File: src/rtl/score_accumulator.sv
// Sequential score accumulator: sums masked signed channel scores one channel per cycle.
// Optional build macro SCORE_CLAMP_EN saturates the result to the range 0..2^OUT_W-1.
module score_accumulator #(
   parameter int NUM_CH  = 8,
   parameter int SCORE_W = 4,
   parameter int OUT_W   = 4
) (
   input  logic                      clk,
   input  logic                      reset,
   input  logic                      start,
   input  logic [NUM_CH*SCORE_W-1:0] scores,
   input  logic [NUM_CH-1:0]         ch_mask,
   output logic                      busy,
   output logic                      done,
   output logic [OUT_W-1:0]          sum
);

   localparam int IDX_W = $clog2(NUM_CH);
   localparam int ACC_W = SCORE_W + $clog2(NUM_CH) + 1;

   // Handshake: a start seen in IDLE is accepted on that rising edge; busy stays
   // high through ACCUM and DONE, and done is a one-cycle pulse while sum is new.
   typedef enum logic [1:0] {
      S_IDLE  = 2'd0,
      S_ACCUM = 2'd1,
      S_DONE  = 2'd2
   } state_t;

   state_t                    r_state;
   logic [NUM_CH*SCORE_W-1:0] r_scores;
   logic [NUM_CH-1:0]         r_mask;
   logic [IDX_W-1:0]          r_idx;
   logic signed [ACC_W-1:0]   r_acc;
   logic                      r_busy;
   logic                      r_done;
   logic [OUT_W-1:0]          r_sum;

   logic [SCORE_W-1:0]        w_ch [NUM_CH];
   logic signed [ACC_W-1:0]   w_term;
   logic signed [ACC_W-1:0]   w_next_acc;
   logic [OUT_W-1:0]          w_result;

   for (genvar k = 0; k < NUM_CH; k++) begin : g_ch
      assign w_ch[k] = r_scores[k*SCORE_W +: SCORE_W];
   end

   always_comb begin
      w_term = '0;
      if (r_mask[r_idx]) begin
         w_term = ACC_W'($signed(w_ch[r_idx]));
      end
      w_next_acc = r_acc + w_term;
   end

`ifdef SCORE_CLAMP_EN
   localparam int EXT_W = (ACC_W > OUT_W + 1) ? ACC_W : OUT_W + 1;
   localparam logic [EXT_W-1:0] MAX_V = EXT_W'((2 ** OUT_W) - 1);

   // Negative totals floor at zero; large positive totals saturate at all-ones.
   always_comb begin
      if (w_next_acc[ACC_W-1]) begin
         w_result = '0;
      end else if (EXT_W'(w_next_acc) > MAX_V) begin
         w_result = '1;
      end else begin
         w_result = OUT_W'(w_next_acc);
      end
   end
`else
   assign w_result = OUT_W'(w_next_acc);
`endif

   always_ff @(posedge clk) begin
      if (!reset) begin
         r_state  <= S_IDLE;
         r_scores <= '0;
         r_mask   <= '0;
         r_idx    <= '0;
         r_acc    <= '0;
         r_busy   <= 1'b0;
         r_done   <= 1'b0;
         r_sum    <= '0;
      end else begin
         case (r_state)
            S_IDLE: begin
               r_done <= 1'b0;
               if (start) begin
                  r_scores <= scores;
                  r_mask   <= ch_mask;
                  r_acc    <= '0;
                  r_idx    <= '0;
                  r_busy   <= 1'b1;
                  r_state  <= S_ACCUM;
               end
            end
            S_ACCUM: begin
               r_acc <= w_next_acc;
               if (r_idx == IDX_W'(NUM_CH - 1)) begin
                  r_sum   <= w_result;
                  r_done  <= 1'b1;
                  r_state <= S_DONE;
               end else begin
                  r_idx <= r_idx + IDX_W'(1);
               end
            end
            S_DONE: begin
               r_done  <= 1'b0;
               r_busy  <= 1'b0;
               r_state <= S_IDLE;
            end
            default: begin
               r_done  <= 1'b0;
               r_busy  <= 1'b0;
               r_state <= S_IDLE;
            end
         endcase
      end
   end

   assign busy = r_busy;
   assign done = r_done;
   assign sum  = r_sum;

endmodule

File: config.mk
export PLATFORM = sky130hd
export DESIGN_NAME = score_accumulator
export DESIGN_NICKNAME = d
export VERILOG_FILES = /design/src/rtl/score_accumulator.sv
export SDC_FILE = /design/constraint.sdc
export NUM_CORES = 1
export LEC_CHECK = 0
export ABC_CLOCK_PERIOD_IN_PS = 3500
export BUFFER_PORTS_ARGS = -buffer_cell sky130_fd_sc_hd__buf_2
export CAP_MARGIN = 5
export CORE_MARGIN = 10
export CORE_UTILIZATION = 55
export DETAILED_ROUTE_END_ITERATION = 6
export MAX_ROUTING_LAYER = met4
export PLACE_DENSITY = 0.79
export SETUP_SLACK_MARGIN = 0.2
export SYNTH_ARGS = -nofsm -noshare
export SYNTH_HDL_FRONTEND = slang
export SYNTH_SLANG_ARGS = --single-unit
File: constraint.sdc
create_clock -name clk -period 3.5 [get_ports clk]
set_clock_uncertainty 0.1 [all_clocks]
set_input_delay 0.35 -clock clk [delete_from_list [all_inputs] [get_ports clk]]
set_output_delay 0.35 -clock clk [all_outputs]
set_load 0.005 [all_outputs]
**After elaboration in Yosys (flattened, before gate mapping)**

Cells that the tools add are included.
Widths: inputs -> output; s select.

- Register bits: 59
- Input bits: 43
- Output and inout port bits: 6
- Word-level logic and storage cells: 44

- Muxes and demuxes: 16
- Bitwise operators: 2
- Order comparisons: 2
- Reductions and logical operators: 9
- Add/sub/neg operators: 2
- Equality and inequality tests: 5

Operators with widths:

| kind | number |
|---|---|
| $mux 8 | 2 |
| $pmux 8 s2 | 1 |
| $bmux 4 s3 | 1 |
| $reduce_and 2->1 | 6 |
| $add 8x8->8 | 1 |
| $mux 4 | 2 |
| $mux 3 | 2 |
| $ne 2x2->1 const B | 3 |
| $pmux 3 s2 | 1 |
| $ge 4x4->1 const B | 1 |
| $lt 3x4->1 const B | 1 |
| $mux 2 | 2 |
| $not 3->4 | 1 |
| $pmux 2 s2 | 1 |
| $add 3x1->3 const B | 1 |
| $bmux 1 s3 | 1 |
| $eq 3x3->1 const B | 1 |
| $reduce_and 3->1 | 1 |
| $eq 2x1->1 const B | 1 |
| $logic_not 2->1 | 1 |
| $mux 1 | 2 |
| $pmux 1 s2 | 1 |
| $reduce_bool 2->1 | 1 |
| $not 1->1 | 1 |

**Longest topological paths before layout**

- Depth in word-level cells: 7
- Gate-level depth with buffers: 10
- Mapped depth without buffers: 9

**Worst setup path before layout**

No wires, ideal clock.

- Path type: register to register
- Start point: register r_idx[0]
- End point: register r_sum[3], in the netlist sum[3]
- Path slack: 0.595 ns
- Buffers on the path: 1
- Cell stages (with the launch flop): 11
- Data arrival time: 2.731 ns
- Cells stage by stage: dfxtp_1 buf_6 mux4_2 mux2i_4 a21o_2 inv_1 ha_1 and3_2 or3_1 a211o_2 a31oi_2

- Cells in the longest elaborated chain, start to end: 6
- Elaborated cells on any way between the ends: 10
- Classes of those cells: add/sub: 1; eq/ne: 1; mux: 6; bitwise: 1; reduce/logical: 1

RTL lines:

| what | line | RTL |
|---|---|---|
| from (decl) | 32 | `logic [IDX_W-1:0] r_idx;` |
| from (signal assigned) | 103 | `r_idx <= r_idx + IDX_W'(1);` |
| $not 3->4 (not written as such) | 50 | `w_term = ACC_W'($signed(w_ch[r_idx]));` |
| $bmux 4 s3 | 50 |  |
| $mux 4 (not written as such) (2 in series) | 50 |  |
| $mux 8 | 49 | `if (r_mask[r_idx]) begin` |
| $add 8x8->8 | 52 | `w_next_acc = r_acc + w_term;` |
| to (signal assigned) | 99 | `r_sum <= w_result;` |
| to (decl) | 36 | `logic [OUT_W-1:0] r_sum;` |

Several ways; a longest one is shown, not always the timed one. The select of a mux whose other input is x is not followed.
A chain may end at the register's enable or synchronous reset.

**Worst setup path in the final report**

Same ends and word-level chain as after synthesis.

==> impl_results.md <==
* Status: finished, final reports clean
* Post-synth ARST share at 0%
* Initial antenna violation count at 0
* Final nets at 358
* Relative slew slack at 50.39%
* Seq/Total Area, Yosys at 43.29%
* Required time of the worst setup path at 3.64 ns
* Fmax at 322.9 MHz
* Crit path launch type: flip-flop
* Core area at 0.004414 mm²
* Initial DRC count at 113
* Placed Instances at 354
* Starting density of the core at 57.62%
* Tot Pwr at 1.175 mW
* Worst setup path start: r_idx[0]
* DRT Pass-1 Iters at 4
* Hold_ws at 0.1816 ns
* Worst setup margin at 0.4031 ns
* Via count at 1911
* RSZ-0062 raised after global routing: false
* Max_cap viols at 0
* DRC viols at 0
* Pre-CTS WS at 0.2545 ns
* WL per Instance at 13.96 µm
* Die width at 88.01 µm
* CP Class: reg2reg
* Clock-pin slew on the worst setup and hold paths at 0.09 ns
* Flops & latches, synth at 55
* Avg Cell Area, Syn at 9.491 µm²
* Syn-to-layout area delta at 13.63%
* Num CTS Buffers at 5
* Worst Tran Pin Value at 0.7441 ns
* Area post-placement at 0.002794 mm²
* Arr. time, crit path at 3.23 ns
* Via density at 5.279
* Antenna diode count at 0
* Skew-Pair Late Insertion Delay at 0.31 ns
* Yosys Warn Count at 0
* First-pass GRT wire length at 8.942 mm
* Gpl congestion at 0.8098
* Max FO, Critical Path at 8
* Vias in the first global route at 1988
* Post-synth EDFFs at 0
* Total grt overflow at 0
* Die Span Y at 88.01 µm
* Pwr per Cell Area at 406.5 mW/mm²
* Final min period at 3.097 ns
* Largest net degree at the start of global routing at 54
* WL final at 5.055 mm
* Ports at 49
* Yosys cell types at 37
* Syn Nets at 317
* CTS tree: done
* Leakage at 1.207 nW
* Cell Rows at 24
* Hold crit path type: in2reg
* Max Transition Viols Final at 0
* Final HPWL DP at 3.696 mm
* Top_reg_cell synth: dfxtp_1
* Endpoints failing hold at 0
* Post-layout instance area at 0.002890 mm²
* Final ANT Viol Nets at 0
* Die area at 0.007745 mm²
* Root Driver: clkbuf_8
* Synth Instances at 268
* Clk sink count at 55
* Synthesized area at 0.002544 mm²
* Fraction of layout cells with a size suffix above 1 at 22.58%
* Peak VDD IR at 0.2444 mV
* Final Util at 65.48%
* CTS hold repair buffers at 0
* Worst Min Path Start: scores[4]
* Final Cycle Share at 88.48%
* Critical Path Sink Type: flip-flop
* Clock Tree Buf Depth at 2
* Tot GR Track Use at 14.54%
* Setup_tns at 0 ns
* Fin cells at 362
* Final setup vio count at 0
* Port Buffer Count at 48
* H-tree Lvls at 2
* Worst r2r src: r_idx[0]
layout make-up:
cell class	instances	area, µm²
fillers	389	1524
multi-input cells	192	1350
flip-flops and latches	55	1102
repair buffers	51	262.8
clock buffers	7	86.33
well taps	52	65.06
inverters	4	15.01
clock inverters	1	8.758
metal layers:
| metal | up-vias | share of wire [%] | GRT usage, % |
|---|---|---|---|
| met1 | 869 | 47 | 16.63 |
| met4 | 0 | 1.7 | 5.362 |
| met3 | 10 | 4.2 | 3.528 |
| met2 | 36 | 48 | 24.07 |
| li1 | 996 | - | - |
| met5 | - | 0 | - |
layout by cell type, fill, tap and decap left out, types with 3 or more instances in the layout:
cell type  Yosys  final
inv_1          4      4
buf_4          0      3
mux4_1         8      8
a21boi_0      40     40
nor2b_1        7      7
clkbuf_8       0      6
ha_1           5      5
mux2i_1        5      5
buf_2          1     48
nor2_1         7      7
nand2_1       87     87
dfxtp_1       55     54
o21ai_0        4      4
worst max-delay path, stage by stage, from the launching register on:
cell and delay (ns):
dfxtp_2 0.49, buf_4 0.20, mux4_1 0.56, mux2i_1 0.14, nor2_1 0.06, ha_1 0.32, and3_2 0.22, or3_1 0.42
a211o_2 0.36, a31oi_2 0.15
worst paths after layout:
| path | end | slack (ns) | cells past startpoint |
|---|---|---|---|
| setup reg to reg | sum[3] | 0.40 | 9 |
| setup / recovery | sum[3] | 0.40 | 9 |
| hold reg to reg | r_scores[16] | 0.37 | 2 |
| hold / removal | r_scores[4] | 0.18 | 3 |
kinds of logic after synthesis:
group                      after synthesis  share of synthesized area, %
xor gates and xnor gates                 1                        0.3444
muxes                                   17                         13.77
buffers and inverters                   21                         3.836
and+or+nand+nor                        111                         18.20
AOI/OAI and AO/OA                       57                         17.31
DFF                                     55                         43.29
adders and majority gates                6                         3.246
flip-flops by register name (all words and copies together), names as in the netlist:
name and cells:
r_mask 8, r_scores 32, r_acc 4, done 1
r_state 2, busy 1, sum 4, r_idx 3
cells in the mapped netlist (2+ instances only):
cell | number | area share [%]
nor2b_1 | 7 | 1.7
a22oi_1 | 2 | 0.59
mux2i_1 | 5 | 2.0
clkbuf_1 | 12 | 1.8
ha_1 | 5 | 2.5
dfxtp_1 | 55 | 43
clkbuf_2 | 2 | 0.39
nand2_1 | 87 | 13
inv_1 | 4 | 0.59
mux4_1 | 8 | 8.3
and2_1 | 2 | 0.49
a21boi_0 | 40 | 12
o21ai_0 | 4 | 0.79
buf_6 | 2 | 0.89
mux4_2 | 2 | 1.8
nor3b_1 | 2 | 0.59
o21a_1 | 2 | 0.59
mux2i_4 | 2 | 1.8
nor2_1 | 7 | 1.0
power breakdown:
group	leakage [nW]	internal, mW	switching [mW]	total (mW)
Clock	0.0484	0.162	0.197	0.360
Combinational	0.708	0.0689	0.0687	0.138
Sequential	0.451	0.657	0.0206	0.678
Total	1.21	0.888	0.287	1.17
repair_timing:
| item | CTS | global route |
|---|---|---|
| gates resized for setup | 0 | 1 |
| setup endpoints to repair | 0 | 2 |
| setup buffers | 0 | 0 |
Note: power is estimated with default switching activity, not from simulation.
